## config.mk

```make
export PLATFORM = sky130hd
export DESIGN_NAME = alu_sequencer_flat
export DESIGN_NICKNAME = d
export VERILOG_FILES = /design/src/rtl/alu_seq_pkg.sv /design/src/rtl/alu_seq_if.sv /design/src/rtl/alu_seq_busdrv.sv /design/src/rtl/alu_sequencer.sv /design/src/flat_wrapper.sv
export SDC_FILE = /design/constraint.sdc
export NUM_CORES = 1
export LEC_CHECK = 0
export CORE_MARGIN = 2
export CORE_UTILIZATION = 43
export CTS_BUF_LIST = sky130_fd_sc_hd__clkbuf_4
export DETAILED_ROUTE_END_ITERATION = 8
export GPL_TIMING_DRIVEN = 0
export PLACE_DENSITY = 0.86
export SLEW_MARGIN = 20
export SYNTH_ARGS = -nofsm -noshare
export SYNTH_HDL_FRONTEND = slang
export SYNTH_SLANG_ARGS = --single-unit
```

## constraint.sdc

```tcl
create_clock -name clk -period 1.8 [get_ports clk]
set_input_delay 0.18 -clock clk [delete_from_list [all_inputs] [get_ports clk]]
set_output_delay 0.18 -clock clk [all_outputs]
set_load 0.1 [all_outputs]
```

## src/rtl/alu_seq_pkg.sv

```systemverilog
// Shared definitions for the ALU sequencer: opcodes (common with the ALU),
// FSM state encoding and opcode classification helpers.
package alu_seq_pkg;

    localparam int REG_AW_DEF = 3;
    localparam int DW_DEF     = 16;

    localparam logic [3:0] OP_ADD  = 4'd0;
    localparam logic [3:0] OP_SUB  = 4'd1;
    localparam logic [3:0] OP_NOT  = 4'd2;
    localparam logic [3:0] OP_AND  = 4'd3;
    localparam logic [3:0] OP_OR   = 4'd4;
    localparam logic [3:0] OP_XOR  = 4'd5;
    localparam logic [3:0] OP_XNOR = 4'd6;
    localparam logic [3:0] OP_ADDI = 4'd7;
    localparam logic [3:0] OP_SUBI = 4'd8;

    typedef enum logic [3:0] {
        ST_IDLE = 4'd0,
        ST_LD1  = 4'd1,
        ST_LAT1 = 4'd2,
        ST_LD2  = 4'd3,
        ST_LAT2 = 4'd4,
        ST_EXEC = 4'd5,
        ST_WB   = 4'd6,
        ST_WBL  = 4'd7,
        ST_DONE = 4'd8
    } state_t;

    function automatic logic is_imm_op(input logic [3:0] op);
        return (op == OP_ADDI) || (op == OP_SUBI);
    endfunction

    function automatic logic is_unary_op(input logic [3:0] op);
        return (op == OP_NOT);
    endfunction

    function automatic logic is_legal_op(input logic [3:0] op);
        return (op <= OP_SUBI);
    endfunction

endpackage

```

## src/rtl/alu_seq_if.sv

```systemverilog
// Decode-side request and ALU/register-file control bundle of the sequencer.
interface alu_seq_if #(
    parameter int REG_AW = 3,
    parameter int DW     = 16
);
    logic              start;
    logic [3:0]        op;
    logic [REG_AW-1:0] src1;
    logic [REG_AW-1:0] src2;
    logic [REG_AW-1:0] dst;
    logic [DW-1:0]     imm;
    logic              busy;
    logic              done;
    logic              err;
    logic [REG_AW-1:0] rf_rsel;
    logic              rf_oe;
    logic [REG_AW-1:0] rf_wsel;
    logic              rf_we;
    logic [DW-1:0]     imm_val;
    logic              imm_oe;
    logic              alu_en1;
    logic              alu_en2;
    logic [3:0]        alu_op;
    logic              alu_oe;
    logic [15:0]       op_count;

    modport master (
        output start, op, src1, src2, dst, imm,
        input  busy, done, err, rf_rsel, rf_oe, rf_wsel, rf_we, imm_val,
               imm_oe, alu_en1, alu_en2, alu_op, alu_oe, op_count
    );

    modport slave (
        input  start, op, src1, src2, dst, imm,
        output busy, done, err, rf_rsel, rf_oe, rf_wsel, rf_we, imm_val,
               imm_oe, alu_en1, alu_en2, alu_op, alu_oe, op_count
    );
endinterface

```

## src/rtl/alu_seq_busdrv.sv

```systemverilog
// Registered output decode for the ALU sequencer. It is fed the FSM's next
// state and next captured fields, so every output flop lines up with the
// state register and no combinational path reaches the bus enables.
module alu_seq_busdrv
    import alu_seq_pkg::*;
#(
    parameter int REG_AW = 3,
    parameter int DW     = 16
) (
    input  logic              clk,
    input  logic              reset,
    input  state_t            i_state,
    input  logic [3:0]        i_op,
    input  logic [REG_AW-1:0] i_src1,
    input  logic [REG_AW-1:0] i_src2,
    input  logic [REG_AW-1:0] i_dst,
    input  logic [DW-1:0]     i_imm,
    output logic              o_busy,
    output logic              o_done,
    output logic              o_err,
    output logic [REG_AW-1:0] o_rf_rsel,
    output logic              o_rf_oe,
    output logic [REG_AW-1:0] o_rf_wsel,
    output logic              o_rf_we,
    output logic [DW-1:0]     o_imm_val,
    output logic              o_imm_oe,
    output logic              o_alu_en1,
    output logic              o_alu_en2,
    output logic [3:0]        o_alu_op,
    output logic              o_alu_oe
);

    logic w_rd1, w_rd2, w_use_imm;

    // Select which of the three bus drivers owns each state; at most one wins.
    always_comb begin
        w_rd1     = (i_state == ST_LD1) || (i_state == ST_LAT1);
        w_rd2     = (i_state == ST_LD2) || (i_state == ST_LAT2);
        w_use_imm = w_rd2 && is_imm_op(i_op);
    end

    // Register the decoded enables, strobes and selects; reset forces all low.
    always_ff @(posedge clk or negedge reset) begin
        if (!reset) begin
            o_busy    <= 1'b0;
            o_done    <= 1'b0;
            o_err     <= 1'b0;
            o_rf_rsel <= '0;
            o_rf_oe   <= 1'b0;
            o_rf_wsel <= '0;
            o_rf_we   <= 1'b0;
            o_imm_val <= '0;
            o_imm_oe  <= 1'b0;
            o_alu_en1 <= 1'b0;
            o_alu_en2 <= 1'b0;
            o_alu_op  <= '0;
            o_alu_oe  <= 1'b0;
        end else begin
            o_busy    <= (i_state != ST_IDLE);
            o_done    <= (i_state == ST_DONE);
            o_err     <= (i_state == ST_DONE) && !is_legal_op(i_op);
            o_rf_oe   <= w_rd1 || (w_rd2 && !w_use_imm);
            o_rf_rsel <= w_rd1 ? i_src1 : ((w_rd2 && !w_use_imm) ? i_src2 : '0);
            o_imm_oe  <= w_use_imm;
            o_imm_val <= w_use_imm ? i_imm : '0;
            o_alu_en1 <= (i_state == ST_LAT1);
            o_alu_en2 <= (i_state == ST_LAT2);
            o_alu_op  <= (i_state != ST_IDLE) ? i_op : 4'd0;
            o_alu_oe  <= (i_state == ST_WB) || (i_state == ST_WBL);
            o_rf_we   <= (i_state == ST_WBL);
            o_rf_wsel <= (i_state == ST_WBL) ? i_dst : '0;
        end
    end

endmodule

```

## src/rtl/alu_sequencer.sv

```systemverilog
// Multi-cycle ALU operation sequencer over a shared bus.
// Optional feature macro: ALU_SEQ_OPCOUNT_EN (completed-operation counter).
//
// state | meaning
// IDLE  | waiting for start; request fields captured on acceptance
// LD1   | register file drives src1 onto the bus
// LAT1  | src1 still driven, ALU operand-1 strobe
// LD2   | src2 (or immediate) driven onto the bus
// LAT2  | same driver, ALU operand-2 strobe
// EXEC  | bus idle while the ALU settles
// WB    | ALU drives result onto the bus
// WBL   | ALU still driving, register-file write strobe
// DONE  | completion pulse (err for illegal opcodes)
module alu_sequencer
    import alu_seq_pkg::*;
#(
    parameter int REG_AW = REG_AW_DEF,
    parameter int DW     = DW_DEF
) (
    input  logic     clk,
    input  logic     reset,
    alu_seq_if.slave bus
);

    state_t            r_state, w_state_nxt;
    logic [3:0]        r_op, w_op_nxt;
    logic [REG_AW-1:0] r_src1, w_src1_nxt;
    logic [REG_AW-1:0] r_src2, w_src2_nxt;
    logic [REG_AW-1:0] r_dst, w_dst_nxt;
    logic [DW-1:0]     r_imm, w_imm_nxt;

    // State and captured request fields.
    always_ff @(posedge clk or negedge reset) begin
        if (!reset) begin
            r_state <= ST_IDLE;
            r_op    <= '0;
            r_src1  <= '0;
            r_src2  <= '0;
            r_dst   <= '0;
            r_imm   <= '0;
        end else begin
            r_state <= w_state_nxt;
            r_op    <= w_op_nxt;
            r_src1  <= w_src1_nxt;
            r_src2  <= w_src2_nxt;
            r_dst   <= w_dst_nxt;
            r_imm   <= w_imm_nxt;
        end
    end

    // Next-state logic; a request is only captured while IDLE.
    always_comb begin
        w_state_nxt = r_state;
        w_op_nxt    = r_op;
        w_src1_nxt  = r_src1;
        w_src2_nxt  = r_src2;
        w_dst_nxt   = r_dst;
        w_imm_nxt   = r_imm;
        case (r_state)
            ST_IDLE: begin
                if (bus.start) begin
                    w_op_nxt    = bus.op;
                    w_src1_nxt  = bus.src1;
                    w_src2_nxt  = bus.src2;
                    w_dst_nxt   = bus.dst;
                    w_imm_nxt   = bus.imm;
                    w_state_nxt = is_legal_op(bus.op) ? ST_LD1 : ST_DONE;
                end
            end
            ST_LD1:  w_state_nxt = ST_LAT1;
            ST_LAT1: w_state_nxt = is_unary_op(r_op) ? ST_EXEC : ST_LD2;
            ST_LD2:  w_state_nxt = ST_LAT2;
            ST_LAT2: w_state_nxt = ST_EXEC;
            ST_EXEC: w_state_nxt = ST_WB;
            ST_WB:   w_state_nxt = ST_WBL;
            ST_WBL:  w_state_nxt = ST_DONE;
            ST_DONE: w_state_nxt = ST_IDLE;
            default: w_state_nxt = ST_IDLE;
        endcase
    end

    alu_seq_busdrv #(
        .REG_AW (REG_AW),
        .DW     (DW)
    ) u_busdrv (
        .clk       (clk),
        .reset     (reset),
        .i_state   (w_state_nxt),
        .i_op      (w_op_nxt),
        .i_src1    (w_src1_nxt),
        .i_src2    (w_src2_nxt),
        .i_dst     (w_dst_nxt),
        .i_imm     (w_imm_nxt),
        .o_busy    (bus.busy),
        .o_done    (bus.done),
        .o_err     (bus.err),
        .o_rf_rsel (bus.rf_rsel),
        .o_rf_oe   (bus.rf_oe),
        .o_rf_wsel (bus.rf_wsel),
        .o_rf_we   (bus.rf_we),
        .o_imm_val (bus.imm_val),
        .o_imm_oe  (bus.imm_oe),
        .o_alu_en1 (bus.alu_en1),
        .o_alu_en2 (bus.alu_en2),
        .o_alu_op  (bus.alu_op),
        .o_alu_oe  (bus.alu_oe)
    );

`ifdef ALU_SEQ_OPCOUNT_EN
    logic [15:0] r_op_count;

    // Count successful completions as DONE is left; wraps naturally.
    always_ff @(posedge clk or negedge reset) begin
        if (!reset) begin
            r_op_count <= '0;
        end else if ((r_state == ST_DONE) && is_legal_op(r_op)) begin
            r_op_count <= r_op_count + 16'd1;
        end
    end

    assign bus.op_count = r_op_count;
`else
    assign bus.op_count = 16'd0;
`endif

endmodule

```

## src/flat_wrapper.sv

```systemverilog
// flat-port wrapper written by rule: the top's interface ports become plain ports
module alu_sequencer_flat import alu_seq_pkg::*;
#(
    parameter int REG_AW = REG_AW_DEF,
    parameter int DW     = DW_DEF
)
  (clk, reset, bus_start, bus_op, bus_src1, bus_src2, bus_dst, bus_imm, bus_busy, bus_done, bus_err, bus_rf_rsel, bus_rf_oe, bus_rf_wsel, bus_rf_we, bus_imm_val, bus_imm_oe, bus_alu_en1, bus_alu_en2, bus_alu_op, bus_alu_oe, bus_op_count);
  alu_seq_if #(.REG_AW(REG_AW), .DW(DW)) bus_i ();
  input  logic clk;
  input  logic reset;
  input wire logic [$bits(bus_i.start)-1:0] bus_start;
  input wire logic [$bits(bus_i.op)-1:0] bus_op;
  input wire logic [$bits(bus_i.src1)-1:0] bus_src1;
  input wire logic [$bits(bus_i.src2)-1:0] bus_src2;
  input wire logic [$bits(bus_i.dst)-1:0] bus_dst;
  input wire logic [$bits(bus_i.imm)-1:0] bus_imm;
  output wire logic [$bits(bus_i.busy)-1:0] bus_busy;
  output wire logic [$bits(bus_i.done)-1:0] bus_done;
  output wire logic [$bits(bus_i.err)-1:0] bus_err;
  output wire logic [$bits(bus_i.rf_rsel)-1:0] bus_rf_rsel;
  output wire logic [$bits(bus_i.rf_oe)-1:0] bus_rf_oe;
  output wire logic [$bits(bus_i.rf_wsel)-1:0] bus_rf_wsel;
  output wire logic [$bits(bus_i.rf_we)-1:0] bus_rf_we;
  output wire logic [$bits(bus_i.imm_val)-1:0] bus_imm_val;
  output wire logic [$bits(bus_i.imm_oe)-1:0] bus_imm_oe;
  output wire logic [$bits(bus_i.alu_en1)-1:0] bus_alu_en1;
  output wire logic [$bits(bus_i.alu_en2)-1:0] bus_alu_en2;
  output wire logic [$bits(bus_i.alu_op)-1:0] bus_alu_op;
  output wire logic [$bits(bus_i.alu_oe)-1:0] bus_alu_oe;
  output wire logic [$bits(bus_i.op_count)-1:0] bus_op_count;
  assign bus_i.start = bus_start;
  assign bus_i.op = bus_op;
  assign bus_i.src1 = bus_src1;
  assign bus_i.src2 = bus_src2;
  assign bus_i.dst = bus_dst;
  assign bus_i.imm = bus_imm;
  assign bus_busy = bus_i.busy;
  assign bus_done = bus_i.done;
  assign bus_err = bus_i.err;
  assign bus_rf_rsel = bus_i.rf_rsel;
  assign bus_rf_oe = bus_i.rf_oe;
  assign bus_rf_wsel = bus_i.rf_wsel;
  assign bus_rf_we = bus_i.rf_we;
  assign bus_imm_val = bus_i.imm_val;
  assign bus_imm_oe = bus_i.imm_oe;
  assign bus_alu_en1 = bus_i.alu_en1;
  assign bus_alu_en2 = bus_i.alu_en2;
  assign bus_alu_op = bus_i.alu_op;
  assign bus_alu_oe = bus_i.alu_oe;
  assign bus_op_count = bus_i.op_count;
  alu_sequencer #(.REG_AW(REG_AW), .DW(DW)) u_core (.clk(clk), .reset(reset), .bus(bus_i));
endmodule
```

==> reports/metrics.cfg <==
[status]
status=finished, violations left
failed_checks=negative setup slack

[route]
final_antenna_net_count=0
dr.pass1.iters=4
num_vias=1745
wl_met1_mm=2.29
wire_per_inst_um=14.6
wl_met3_um=289
drc=0
routed_via_density=4.60
drt_iter0_markers=52
dr_wl_met2_mm=2.86
maxUsedRoutingLayer=met4
wl_mm=5.54

[cts]
clock-sinks=68
htree_levels=3
clk_pin_slew_worst_paths_ns=0.12
cts_buffer_depth=2
cts-root-buf=clkbuf_4
clk_latency_ns=0.40
cts_tree=yes
cts_buffers=9

[placed_design]
port_buffers=66
post_dp_cell_area_um2=3550
post-dp-hpwl_mm=3.63
place.gp.congestion=0.779
dp.cells=356

[global_route]
grt_pass1_vias=1809
grt_usage_pct=16.1
grt_pass1_wl_mm=8.69
overflow=0
grt_max_degree=43
antenna_found_initial=0

[final_layout]
final_util_pct=63.1
syn_to_final_growth_pct=40.1
final_area_um2=3800
diodes=0
nets=331
layout-drive-gt1-share_pct=33.9
final_cells=379
fillCellCount=491

[timing]
fin_hold_ws_ns=0.230
finalSetupTns_ns=-0.00864
finalClockSkew_ns=0.0135
tightestPinTransition_ns=0.959
setup_viol=2
slew_headroom_pct=36.3
fin_crit_ns=1.81
final_max_slew_viol_count=0
rsz0062_at_grt=true
setup_slack_ns=-0.00545
fmax_mhz=554
hold_violations=0
post-route-period-util_pct=100

[critical_path]
ff2ff_path_depth=5
start_kind=register
r2r_setup_slack_ns=-0.005
worstPathRequired_ns=2.09
r2r-end=u_core.u_busdrv.o_imm_val[10]$_DFF_PN0_
cp_max_fo=10
path_cells=nor4_4 -> and2_4 -> buf_12 -> mux2_2 -> and2_1
slowest_delay_ns=0.44
rr_startpoint=u_core.r_state[2]$_DFF_PN0_
critPathKind=register to register
critPathCaptureType=register
arrival_ns=2.09
slowest_stage=dfrtp_2

[power]
switchingPower_w=0.00301
power_density_nw_per_um2=1800
p_int_w=0.00385
leakagePower_nw=1.87
clock_power_share_pct=16.4
switching_share_pct=43.9
peakVddDrop_mv=1.04
p_comb_share_pct=50.0
seqPwrFrac_pct=33.6

[floorplanning]
io_pins=83
die-area_um2=6960
die_w_um=83.4
start_util_pct=45.0
core_area_um2=6030
rows=28
die_h_um=83.4

[synthesis]
synth_ff_type=dfrtp_1
syn-instance-count=199
synthAdderAreaFrac_pct=0
synth_warnings=0
synth_xor_area_share_pct=0
synth_area_um2=2710
synth_top_family_by_area=simple AND/OR/NAND/NOR gates
synthArstFlopShare_pct=100
synth_compound_area_share_pct=4.20
avgSynthCellArea_um2=13.6
synth-edff-count=0
yosysUniqueCellTypes=38
synthMuxAreaShare_pct=11.7
synthSimpleGateAreaFrac_pct=12.5
ys_seq_elements=68
ys_seq_area_share_pct=62.7

[worst_hold_path]
worst_hold_path_type=input pin to asynchronous set/reset pin

[job]
maxCapViolations=0

==> metal layers <==
metal	vias up	global-route usage, %
li1	840	-
met1	843	18.3
met3	10	4.77
met2	52	27.3
met5	-	0
met4	0	8.36
==> power by group through the flow <==
stage	clock, W	sequential (W)	combinational, W
floorplan	0	0.00347	0.00128
global placement	0	0.00227	0.00313
detailed placement	0	0.00230	0.00320
CTS	0.00117	0.00228	0.00321
global route	0.00123	0.00236	0.00362
finish	0.00112	0.00231	0.00343
==> synthesized netlist by cell type, types with 3 or more instances <==
cell type / instances / area (um^2)
inv_1: 9 / 33.8
buf_6: 3 / 33.8
nand2b_1: 4 / 25.0
and2_1: 24 / 150
mux2i_1: 7 / 70.1
mux2_2: 22 / 248
dfrtp_1: 68 / 1700
a21oi_1: 6 / 30.0
buf_4: 18 / 135
nor2_1: 4 / 15.0
o22ai_1: 3 / 18.8
==> cell type report <==
class / instances / area, um^2 / share of cell area (%)
well taps: 75 / 93.8 / 2.47
flip-flops and latches: 68 / 1700 / 44.8
repair buffers: 77 / 691 / 18.2
plain buffers: 22 / 208 / 5.46
multi-input cells: 112 / 908 / 23.9
clock buffers: 10 / 75.1 / 1.97
clock inverters: 6 / 87.6 / 2.30
inverters: 9 / 33.8 / 0.889
==> registers in the layout, indices dropped and copies added, names as in the netlist, 3 cells and up <==
register	flops
u_core.r_dst	3
u_core.r_imm	16
u_core.r_op	4
u_core.r_src1	3
u_core.r_src2	3
u_core.r_state	4
u_core.u_busdrv.o_alu_op	4
u_core.u_busdrv.o_imm_val	16
u_core.u_busdrv.o_rf_rsel	3
u_core.u_busdrv.o_rf_wsel	3
==> worst max-delay path, delay by kind of cell, from the launching register on <==
family                 cells  cell delay [ns]
DFF                        1             0.44
and+or+nand+nor            3             0.74
buffers and inverters      1             0.16
muxes                      1             0.35
==> through the flow <==
stage	setup slack (ns)	power, W
floorplan	0.0101	0.00475
global placement	-1.58	0.00539
detailed placement	-0.214	0.00549
CTS	-0.00401	0.00666
global route	-0.0994	0.00721
finish	-0.00545	0.00686
==> cells by family (layout without fill, tap and decap cells) <==
logic type	after synthesis	after routing
AO/OA/AOI/OAI	17	17
buffers and inverters	34	124
flip-flops	68	68
multiplexers	29	29
other	1	16
AND/OR/NAND/NOR	50	50
==> worst max-delay path by stage <==
stage	from	to	slack [ns]	depth (start not counted)
after CTS	u_core.r_state[2]$_DFF_PN0_	u_core.u_busdrv.o_imm_val[15]$_DFF_PN0_	-0.004	6
after global routing	u_core.r_op[1]$_DFF_PN0_	u_core.u_busdrv.o_imm_val[7]$_DFF_PN0_	-0.1	5
after global placement	reset	u_core.r_imm[11]$_DFF_PN0_	-1.58	1
after detailed placement	bus_op[3]	u_core.u_busdrv.o_rf_rsel[2]$_DFF_PN0_	-0.21	5
final	u_core.r_state[2]$_DFF_PN0_	u_core.u_busdrv.o_imm_val[10]$_DFF_PN0_	-0.005	5
after floorplan	u_core.r_state[1]$_DFF_PN0_	u_core.u_busdrv.o_imm_val[6]$_DFF_PN0_	0.01	7
==> layout by cell type, fill, tap and decap left out, drive strengths merged, types with 3 or more instances in the layout <==
master,instances
a21oi,6
mux2i,7
and2,24
dfrtp,68
nor2,4
o22ai,3
buf,30
mux2,22
inv,10
nand2b,4
clkdlybuf4s15,15
clkbuf,33
clkdlybuf4s50,30
conb,16
==> repair_timing <==
action | in CTS | in global routing
pin swaps | 4 | 1
hold buffers | 1 | 0
endpoints found under the hold margin | 40 | 0
cloned | 0 | 2
resized for setup | 67 | 52
endpoints found under the setup margin | 62 | 56
setup buffers | 4 | 3
No activity file was read; power rests on OpenSTA's default activity.
